<file path="src/rtl/ps2_pkg.sv">
// Shared constants, receiver state encoding and frame check helper for the PS/2 keyboard.
package ps2_pkg;

    // Scan-code set 2 values the decoder treats specially
    localparam logic [7:0] SC_EXT    = 8'hE0;
    localparam logic [7:0] SC_BREAK  = 8'hF0;
    localparam logic [7:0] SC_LSHIFT = 8'h12;
    localparam logic [7:0] SC_RSHIFT = 8'h59;
    localparam logic [7:0] SC_CAPS   = 8'h58;
    localparam logic [7:0] SC_ENTER  = 8'h5A;

    // start + 8 data + parity + stop
    localparam int unsigned FRAME_BITS = 11;

    typedef enum logic [1:0] {
        IDLE  = 2'd0,
        RECV  = 2'd1,
        CHECK = 2'd2
    } rx_state_e;

    // Frame layout: [0] start, [8:1] data LSB first, [9] odd parity, [10] stop
    function automatic logic frame_ok(input logic [FRAME_BITS-1:0] f);
        return (f[0] == 1'b0) && (f[10] == 1'b1) && ((^f[9:1]) == 1'b1);
    endfunction

endpackage

</file>
<file path="src/rtl/ps2_scan_to_ascii.sv">
// Combinational scan-code set 2 make code to ASCII lookup (US layout); 0x00 when unmapped.
module ps2_scan_to_ascii
    import ps2_pkg::*;
(
    input  logic [7:0] scan,
    input  logic       shift,
    input  logic       caps,
    output logic [7:0] ascii
);

    logic [7:0] lo;
    logic [7:0] hi;
    logic       letter;

    // Table lookup: letters give only the lowercase value, everything else a plain/shifted pair
    always_comb begin
        lo = 8'h00;
        hi = 8'h00;
        case (scan)
            8'h1C: lo = 8'h61;  8'h32: lo = 8'h62;  8'h21: lo = 8'h63;  8'h23: lo = 8'h64;
            8'h24: lo = 8'h65;  8'h2B: lo = 8'h66;  8'h34: lo = 8'h67;  8'h33: lo = 8'h68;
            8'h43: lo = 8'h69;  8'h3B: lo = 8'h6A;  8'h42: lo = 8'h6B;  8'h4B: lo = 8'h6C;
            8'h3A: lo = 8'h6D;  8'h31: lo = 8'h6E;  8'h44: lo = 8'h6F;  8'h4D: lo = 8'h70;
            8'h15: lo = 8'h71;  8'h2D: lo = 8'h72;  8'h1B: lo = 8'h73;  8'h2C: lo = 8'h74;
            8'h3C: lo = 8'h75;  8'h2A: lo = 8'h76;  8'h1D: lo = 8'h77;  8'h22: lo = 8'h78;
            8'h35: lo = 8'h79;  8'h1A: lo = 8'h7A;
            8'h45: {lo, hi} = {8'h30, 8'h29};
            8'h16: {lo, hi} = {8'h31, 8'h21};
            8'h1E: {lo, hi} = {8'h32, 8'h40};
            8'h26: {lo, hi} = {8'h33, 8'h23};
            8'h25: {lo, hi} = {8'h34, 8'h24};
            8'h2E: {lo, hi} = {8'h35, 8'h25};
            8'h36: {lo, hi} = {8'h36, 8'h5E};
            8'h3D: {lo, hi} = {8'h37, 8'h26};
            8'h3E: {lo, hi} = {8'h38, 8'h2A};
            8'h46: {lo, hi} = {8'h39, 8'h28};
            8'h0E: {lo, hi} = {8'h60, 8'h7E};
            8'h4E: {lo, hi} = {8'h2D, 8'h5F};
            8'h55: {lo, hi} = {8'h3D, 8'h2B};
            8'h54: {lo, hi} = {8'h5B, 8'h7B};
            8'h5B: {lo, hi} = {8'h5D, 8'h7D};
            8'h5D: {lo, hi} = {8'h5C, 8'h7C};
            8'h4C: {lo, hi} = {8'h3B, 8'h3A};
            8'h52: {lo, hi} = {8'h27, 8'h22};
            8'h41: {lo, hi} = {8'h2C, 8'h3C};
            8'h49: {lo, hi} = {8'h2E, 8'h3E};
            8'h4A: {lo, hi} = {8'h2F, 8'h3F};
            8'h29: {lo, hi} = {8'h20, 8'h20};
            SC_ENTER: {lo, hi} = {8'h0D, 8'h0D};
            8'h66: {lo, hi} = {8'h08, 8'h08};
            8'h0D: {lo, hi} = {8'h09, 8'h09};
            8'h76: {lo, hi} = {8'h1B, 8'h1B};
            default: begin
                lo = 8'h00;
                hi = 8'h00;
            end
        endcase
    end

    // Case selection: caps only affects letters
    always_comb begin
        letter = (lo >= 8'h61) && (lo <= 8'h7A);
        if (letter) begin
            ascii = (shift ^ caps) ? (lo - 8'h20) : lo;
        end else begin
            ascii = shift ? hi : lo;
        end
    end

endmodule

</file>
<file path="src/rtl/ps2_keyboard.sv">
// PS/2 keyboard front end: pin sync, frame receiver, prefix/modifier decoder, ASCII FIFO.
// Optional caps-lock support is enabled by defining PS2_CAPS_LOCK_EN.
module ps2_keyboard
    import ps2_pkg::*;
#(
    parameter int unsigned FIFO_DEPTH     = 8,
    parameter int unsigned TIMEOUT_CYCLES = 50000
) (
    input  logic       clk,
    input  logic       rst_n,
    input  logic       ps2_clk,
    input  logic       ps2_data,
    input  logic       ps2_read_done,
    output logic       ps2_read_ready,
    output logic [7:0] data_out,
    output logic       frame_err,
    output logic       overflow
);

    localparam int unsigned AW    = $clog2(FIFO_DEPTH);
    localparam int unsigned PTR_W = AW + 1;
    localparam int unsigned TO_W  = $clog2(TIMEOUT_CYCLES + 1);
    localparam logic [TO_W-1:0] TO_MAX = TO_W'(TIMEOUT_CYCLES);
    localparam logic [3:0] LAST_BIT = 4'(FRAME_BITS - 1);

    // ---------------- synchronizers ----------------
    logic clk_s1_q, clk_s2_q, clk_prev_q;
    logic dat_s1_q, dat_s2_q;
    logic fall;

    // Two-flop synchronizers plus one history flop for edge detection; idle-high reset
    always_ff @(posedge clk or negedge rst_n) begin
        if (!rst_n) begin
            clk_s1_q   <= 1'b1;
            clk_s2_q   <= 1'b1;
            clk_prev_q <= 1'b1;
            dat_s1_q   <= 1'b1;
            dat_s2_q   <= 1'b1;
        end else begin
            clk_s1_q   <= ps2_clk;
            clk_s2_q   <= clk_s1_q;
            clk_prev_q <= clk_s2_q;
            dat_s1_q   <= ps2_data;
            dat_s2_q   <= dat_s1_q;
        end
    end

    assign fall = clk_prev_q & ~clk_s2_q;

    // ---------------- receiver ----------------
    rx_state_e             state_q, state_d;
    logic [FRAME_BITS-1:0] frame_q, frame_d;
    logic [3:0]            bit_cnt_q, bit_cnt_d;
    logic [TO_W-1:0]       to_cnt_q, to_cnt_d;
    logic                  rx_valid_q, rx_valid_d;
    logic [7:0]            rx_byte_q, rx_byte_d;

    // Receiver next-state: shift bits on falling edges, abandon stalled frames
    always_comb begin
        state_d    = state_q;
        frame_d    = frame_q;
        bit_cnt_d  = bit_cnt_q;
        rx_valid_d = 1'b0;
        rx_byte_d  = rx_byte_q;
        if (fall) begin
            to_cnt_d = '0;
        end else if (to_cnt_q != TO_MAX) begin
            to_cnt_d = to_cnt_q + TO_W'(1);
        end else begin
            to_cnt_d = to_cnt_q;
        end
        case (state_q)
            IDLE: begin
                if (fall && !dat_s2_q) begin
                    frame_d   = '0;
                    bit_cnt_d = 4'd1;
                    state_d   = RECV;
                end
            end
            RECV: begin
                if (fall) begin
                    frame_d[bit_cnt_q] = dat_s2_q;
                    bit_cnt_d          = bit_cnt_q + 4'd1;
                    if (bit_cnt_q == LAST_BIT) begin
                        state_d = CHECK;
                    end
                end else if (to_cnt_q == TO_MAX) begin
                    state_d = IDLE;
                end
            end
            CHECK: begin
                state_d = IDLE;
                if (frame_ok(frame_q)) begin
                    rx_valid_d = 1'b1;
                    rx_byte_d  = frame_q[8:1];
                end
            end
            default: state_d = IDLE;
        endcase
    end

    // Receiver state registers
    always_ff @(posedge clk or negedge rst_n) begin
        if (!rst_n) begin
            state_q    <= IDLE;
            frame_q    <= '0;
            bit_cnt_q  <= '0;
            to_cnt_q   <= '0;
            rx_valid_q <= 1'b0;
            rx_byte_q  <= '0;
        end else begin
            state_q    <= state_d;
            frame_q    <= frame_d;
            bit_cnt_q  <= bit_cnt_d;
            to_cnt_q   <= to_cnt_d;
            rx_valid_q <= rx_valid_d;
            rx_byte_q  <= rx_byte_d;
        end
    end

    assign frame_err = (state_q == CHECK) && !frame_ok(frame_q);

    // ---------------- decoder ----------------
    logic       brk_q, brk_d;
    logic       ext_q, ext_d;
    logic       lshift_q, lshift_d;
    logic       rshift_q, rshift_d;
    logic       caps_w;
    logic [7:0] lut_ascii;
    logic       push;
    logic [7:0] push_data;

`ifdef PS2_CAPS_LOCK_EN
    logic caps_q, caps_d;
    assign caps_w = caps_q;
`else
    assign caps_w = 1'b0;
`endif

    ps2_scan_to_ascii u_lookup (
        .scan  (rx_byte_q),
        .shift (lshift_q | rshift_q),
        .caps  (caps_w),
        .ascii (lut_ascii)
    );

    // Decoder: prefixes arm flags, any other byte consumes and clears them
    always_comb begin
        brk_d     = brk_q;
        ext_d     = ext_q;
        lshift_d  = lshift_q;
        rshift_d  = rshift_q;
`ifdef PS2_CAPS_LOCK_EN
        caps_d    = caps_q;
`endif
        push      = 1'b0;
        push_data = lut_ascii;
        if (rx_valid_q) begin
            if (rx_byte_q == SC_EXT) begin
                ext_d = 1'b1;
            end else if (rx_byte_q == SC_BREAK) begin
                brk_d = 1'b1;
            end else begin
                brk_d = 1'b0;
                ext_d = 1'b0;
                if (rx_byte_q == SC_LSHIFT) begin
                    lshift_d = !brk_q;
                end else if (rx_byte_q == SC_RSHIFT) begin
                    rshift_d = !brk_q;
                end else if (!brk_q) begin
                    if (ext_q) begin
                        if (rx_byte_q == SC_ENTER) begin
                            push      = 1'b1;
                            push_data = 8'h0D;
                        end
`ifdef PS2_CAPS_LOCK_EN
                    end else if (rx_byte_q == SC_CAPS) begin
                        caps_d = !caps_q;
`endif
                    end else if (lut_ascii != 8'h00) begin
                        push = 1'b1;
                    end
                end
            end
        end
    end

    // Decoder flag registers
    always_ff @(posedge clk or negedge rst_n) begin
        if (!rst_n) begin
            brk_q    <= 1'b0;
            ext_q    <= 1'b0;
            lshift_q <= 1'b0;
            rshift_q <= 1'b0;
        end else begin
            brk_q    <= brk_d;
            ext_q    <= ext_d;
            lshift_q <= lshift_d;
            rshift_q <= rshift_d;
        end
    end

`ifdef PS2_CAPS_LOCK_EN
    // Caps-lock toggle register
    always_ff @(posedge clk or negedge rst_n) begin
        if (!rst_n) begin
            caps_q <= 1'b0;
        end else begin
            caps_q <= caps_d;
        end
    end
`endif

    // ---------------- FIFO ----------------
    logic [7:0]       mem_q [FIFO_DEPTH];
    logic [7:0]       mem_d [FIFO_DEPTH];
    logic [PTR_W-1:0] wr_ptr_q, wr_ptr_d;
    logic [PTR_W-1:0] rd_ptr_q, rd_ptr_d;
    logic             ready_q, ready_d;
    logic             overflow_q, overflow_d;
    logic             pop, full, wr_en;

    // FIFO control: a pop frees a slot in the same cycle, so push+pop at full is accepted
    always_comb begin
        pop   = ps2_read_done && ready_q;
        full  = (wr_ptr_q[AW] != rd_ptr_q[AW]) && (wr_ptr_q[AW-1:0] == rd_ptr_q[AW-1:0]);
        wr_en = push && (!full || pop);
        mem_d      = mem_q;
        wr_ptr_d   = wr_ptr_q;
        rd_ptr_d   = rd_ptr_q;
        overflow_d = overflow_q || (push && full && !pop);
        if (wr_en) begin
            mem_d[wr_ptr_q[AW-1:0]] = push_data;
            wr_ptr_d                = wr_ptr_q + PTR_W'(1);
        end
        if (pop) begin
            rd_ptr_d = rd_ptr_q + PTR_W'(1);
        end
        ready_d = (wr_ptr_d != rd_ptr_d);
    end

    // FIFO storage, pointers and status flags
    always_ff @(posedge clk or negedge rst_n) begin
        if (!rst_n) begin
            for (int i = 0; i < FIFO_DEPTH; i++) begin
                mem_q[i] <= 8'h00;
            end
            wr_ptr_q   <= '0;
            rd_ptr_q   <= '0;
            ready_q    <= 1'b0;
            overflow_q <= 1'b0;
        end else begin
            mem_q      <= mem_d;
            wr_ptr_q   <= wr_ptr_d;
            rd_ptr_q   <= rd_ptr_d;
            ready_q    <= ready_d;
            overflow_q <= overflow_d;
        end
    end

    assign ps2_read_ready = ready_q;
    assign data_out       = mem_q[rd_ptr_q[AW-1:0]];
    assign overflow       = overflow_q;

endmodule
</file>
<file path="config.mk">
export PLATFORM = sky130hd
export DESIGN_NAME = ps2_keyboard
export DESIGN_NICKNAME = d
export VERILOG_FILES = /design/src/rtl/ps2_pkg.sv /design/src/rtl/ps2_scan_to_ascii.sv /design/src/rtl/ps2_keyboard.sv
export SDC_FILE = /design/constraint.sdc
export NUM_CORES = 1
export LEC_CHECK = 0
export ABC_AREA = 0
export CAP_MARGIN = 20
export CORE_ASPECT_RATIO = 0.75
export CORE_UTILIZATION = 35
export DETAILED_ROUTE_END_ITERATION = 7
export PLACE_DENSITY = 0.52
export SETUP_SLACK_MARGIN = 0.15
export SYNTH_ARGS = -nofsm -noshare
export SYNTH_HDL_FRONTEND = slang
export SYNTH_SLANG_ARGS = --single-unit
</file>
<file path="constraint.sdc">
create_clock -name clk -period 6 [get_ports clk]
set_input_delay 1.8 -clock clk [delete_from_list [all_inputs] [get_ports clk]]
set_output_delay 1.8 -clock clk [all_outputs]
set_load 0.005 [all_outputs]
</file>
==> reports/results.txt <==
The flow ran to the end, and the final reports show no timing, DRC or antenna violations. The area of the die was 22,480 um^2. The number of standard-cell rows in the floorplan is 46, and the pre-CTS setup slack is 0.5504 ns. Along the worst path, the maximum fanout reaches 18.

The min-delay analysis places its worst path in the category reg -> reg. Timing would allow up to 0.1853 GHz. The share of async-settable or async-resettable flops after synthesis came out at 1.000. The startpoint identified for the worst register-to-register timing path is rx_byte_q[0].

Worst supply voltage drop on vdd: 183.5 uV. The core region is 21,300 um^2. The highest cell delay on the worst timing path works out to 0.78 ns.

Setup repair after global routing left no endpoint under its margin. The run gives 0.4093 as the sequential area share after synthesis. For this design the top-level I/O count stands at 16.

Global routing finished with a remaining overflow of 0. Portion of the clock cycle consumed by the worst path in the final layout: 0.8994. Dividing the detail-routed via count by the number of cells gives 5.609.

TritonCTS built the clock tree. The sum of buffers and inverters on the critical path was 1. The overall via count from detail_route is 5,929. The tools report the number of global-route vias before repair as 5,893.

Setup violations remaining at the end of the flow were counted as 0. The standard cell with the maximum stage delay on the critical path was sky130_fd_sc_hd__dfrtp_1. Element type at the critical path start: a flip-flop.

The number of antenna-violating nets in the routed design came out at 0. The floorplan step set the die width to 172.8 um. Total power for the finished layout comes to 2.605 mW. The number of design rule violations left after detail routing is 0. Number of pins exceeding their max-slew limit in the final report: 0.

The worst path in the final design needs a cycle of 5.396 ns, including I/O delays and setup. The die boundary height is 130.1 um. The library cells used most frequently in the layout, excluding fill and tap cells, are sky130_fd_sc_hd__dfrtp_1, sky130_fd_sc_hd__nand2_1, sky130_fd_sc_hd__mux2_2. The overall global routing resource usage was 0.1899; the fraction of layout cells with a size suffix above 1 was 0.2146. The critical path goes through nor2b_1, nand4b_1, nand4_1, a2111oi_0, buf_4, nand2_1, ha_1, o21ai_0, nand2b_1, o22ai_4, mux2i_1, nor4_4, nor3_2, and4b_1, mux2_2. The remaining max-slew budget at the tightest pin was 0.2716. The final cell count without fillers was 1,057; the number of instances in the synthesized netlist was 742. The relative area change from synthesis to final layout works out to 14.92%. Dominant delay contributor by cell family on the critical path: simple AND/OR/NAND/NOR gates. The tools report the deepest clock path buffer count as 2.

Buffers placed on the I/O ports in this run total 15. The cell sitting at the root of the clock tree is a sky130_fd_sc_hd__clkbuf_16. Number of detailed-route iterations in the first pass: 6.

The number of nets handed over by synthesis was 757. The tools report the launching instance or port of the critical path as rx_byte_q[0]. The most frequent standard cell in the layout excluding fill and tap cells was sky130_fd_sc_hd__dfrtp_1. The logs give 5.69 ns for the data arrival at the endpoint of the critical path and 0.009693 ns for the final worst clock skew.

The number of different library cells used by synthesis comes to 87. The run gives 1,024 as the post-placement cell count. The most used flip-flop cell after synthesis is sky130_fd_sc_hd__dfrtp_1.

The finished cells cover 8800 um^2. The logs give 569 for the DRC violation total after the first TritonRoute iteration and 7657 um^2 for the area of the mapped netlist. Entering global routing, the biggest net connects 70 pins. The cell area after placement came out at 8153 um^2.

After synthesis the netlist holds a flip-flop and latch count of 125. The congestion estimate from routability-driven global placement came to 1.003. For this design the ratio of total power to cell area is 296.0 nW/um^2. Class of the most critical setup path: reg -> reg. The initial core utilization was 0.3596. The tools report the capturing element type of the critical path as a flip-flop. The first global-routing pass estimated 33,380 um of wire. At the pin with the least slew margin, the transition time is 1.077 ns.

The tools report the clock insertion delay at the later pin of the skew report as 0.41 ns. The synthesized area divided by synthesized cell count came out at 10.32 um^2. The run gives 0 as the final number of hold-violating endpoints. Accumulated negative setup slack: 0 ns. The tools report the critical hold path startpoint as dat_s1_q. The H-tree was split into 4 levels. Dividing the detail-routed wire length by the instance count gives 18.89 um.

The number of synthesized flops with an enable pin is 0, and the number of antenna violations at the first check in global routing is 0. Across the run, the number of max-cap violations was 0. The clock-pin transition on the worst setup and hold timing paths works out to 0.06 ns. The logs give 19,960 um for the routed wire length and 17 for the number of buffers created by CTS. The final net count was 771.

The leakage power figure is 3.888 nW. During synthesis, Yosys emitted a total of 0 warnings. The required time of the critical path is 6.29 ns.

For this design, the sink count on the clock tree is 125. Worst setup slack after layout: 0.6038 ns. 0 antenna diodes ended up in the layout.

The wire-length estimate of the detail-placed layout is 14,330 um.
-- cell type report --
| cell class | count | area [um^2] |
|---|---|---|
| Clock buffer | 18 | 429.2 |
| Clock inverter | 14 | 209.0 |
| Fill cell | 2044 | 12500 |
| Inverter | 19 | 71.32 |
| Multi-Input combinational cell | 547 | 4197 |
| Sequential cell | 125 | 3136 |
| Tap cell | 288 | 360.3 |
| Timing Repair Buffer | 46 | 397.9 |
-- synthesized netlist by cell type, types with 6 or more instances --
| cell type | instances | area, um^2 |
|---|---|---|
| sky130_fd_sc_hd__a21oi_1 | 22 | 110.1 |
| sky130_fd_sc_hd__and3_1 | 8 | 50.05 |
| sky130_fd_sc_hd__buf_2 | 21 | 105.1 |
| sky130_fd_sc_hd__clkbuf_1 | 20 | 75.07 |
| sky130_fd_sc_hd__dfrtp_1 | 120 | 3003 |
| sky130_fd_sc_hd__ha_1 | 10 | 125.1 |
| sky130_fd_sc_hd__inv_1 | 19 | 71.32 |
| sky130_fd_sc_hd__mux2_1 | 10 | 112.6 |
| sky130_fd_sc_hd__mux2_2 | 60 | 675.7 |
| sky130_fd_sc_hd__mux2i_1 | 8 | 80.08 |
| sky130_fd_sc_hd__mux4_2 | 16 | 360.4 |
| sky130_fd_sc_hd__nand2_1 | 83 | 311.6 |
| sky130_fd_sc_hd__nand2b_1 | 14 | 87.58 |
| sky130_fd_sc_hd__nand3_1 | 22 | 110.1 |
| sky130_fd_sc_hd__nand4_1 | 10 | 62.56 |
| sky130_fd_sc_hd__nor2_1 | 51 | 191.4 |
| sky130_fd_sc_hd__nor2b_1 | 9 | 56.30 |
| sky130_fd_sc_hd__nor3_1 | 17 | 85.08 |
| sky130_fd_sc_hd__nor3b_1 | 8 | 60.06 |
| sky130_fd_sc_hd__nor4_1 | 11 | 68.82 |
| sky130_fd_sc_hd__nor4b_1 | 6 | 52.55 |
| sky130_fd_sc_hd__nor4bb_1 | 9 | 90.09 |
| sky130_fd_sc_hd__o21ai_0 | 17 | 85.08 |
| sky130_fd_sc_hd__o22ai_1 | 7 | 43.79 |
| sky130_fd_sc_hd__or3_1 | 7 | 43.79 |
| sky130_fd_sc_hd__xnor2_1 | 18 | 157.7 |
| sky130_fd_sc_hd__xor2_1 | 23 | 201.4 |
-- report_power, final --
part	switching, mW	internal (mW)	leakage, nW
logic	0.217	0.232	1.89
clock network	0.407	0.707	0.313
registers	0.129	0.915	1.68
-- worst register-to-register path: cells and delay by family, from the launching register on --
kind | cells | cell delay [ns]
compound gates | 3 | 0.56
fa+ha+maj | 1 | 0.21
buf+inv | 1 | 0.18
flops | 1 | 0.78
mux | 2 | 0.74
simple gates | 8 | 2.80
-- state kept, by name, summed over array words and instances (netlist names) --
name            count
mem_q              64
to_cnt_q           16
frame_q            11
rx_byte_q           8
bit_cnt_q           4
rd_ptr_q            4
wr_ptr_q            4
state_q             2
brk_q               1
clk_prev_q          1
clk_s1_q            1
clk_s2_q            1
dat_s1_q            1
dat_s2_q            1
ext_q               1
lshift_q            1
overflow            1
ps2_read_ready      1
rshift_q            1
rx_valid_q          1
-- metal layers --
layer	vias to the layer above	GRT usage	wire length (um)
li1	2759	-	-
met1	2969	0.2744	9836
met2	174	0.2775	8637
met3	27	0.05216	1229
met4	0	0.05258	261
met5	-	0	0
-- path summary, 6_finish.rpt --
check,to,slack (ns),cells past startpoint
max in group asynchronous,mem_q[56],3.72,2
min in group asynchronous,wr_ptr_q[3],1.20,1
max,mem_q[19],0.60,15
min,dat_s2_q,0.36,0
max reg2reg,mem_q[19],0.60,15
min reg2reg,dat_s2_q,0.36,0
-- cell families after synthesis --
family,after synthesis,share of synthesized area
and+or+nand+nor,295,0.2165
DFF,125,0.4093
AOI/OAI and AO/OA,106,0.1023
muxes,94,0.1605
buffers and inverters,70,0.04510
xor gates and xnor gates,42,0.05000
adders and majority gates,10,0.01634
-- per-stage QoR --
stage / utilization / hold WS (ns)
floorplan: - / 0.3452
global placement: 0.3810 / 0.3465
detailed placement: 0.3828 / 0.3487
CTS: 0.4128 / 0.3583
global route: 0.4132 / 0.3631
finish: 0.4132 / 0.3582
-- what timing repair did --
item / in CTS / in global routing
hold buffers: 0 / 0
endpoints found under the setup margin: 0 / 12
setup buffers: 0 / 0
gates resized for setup: 0 / 1
(Power assumes the default switching activity.)
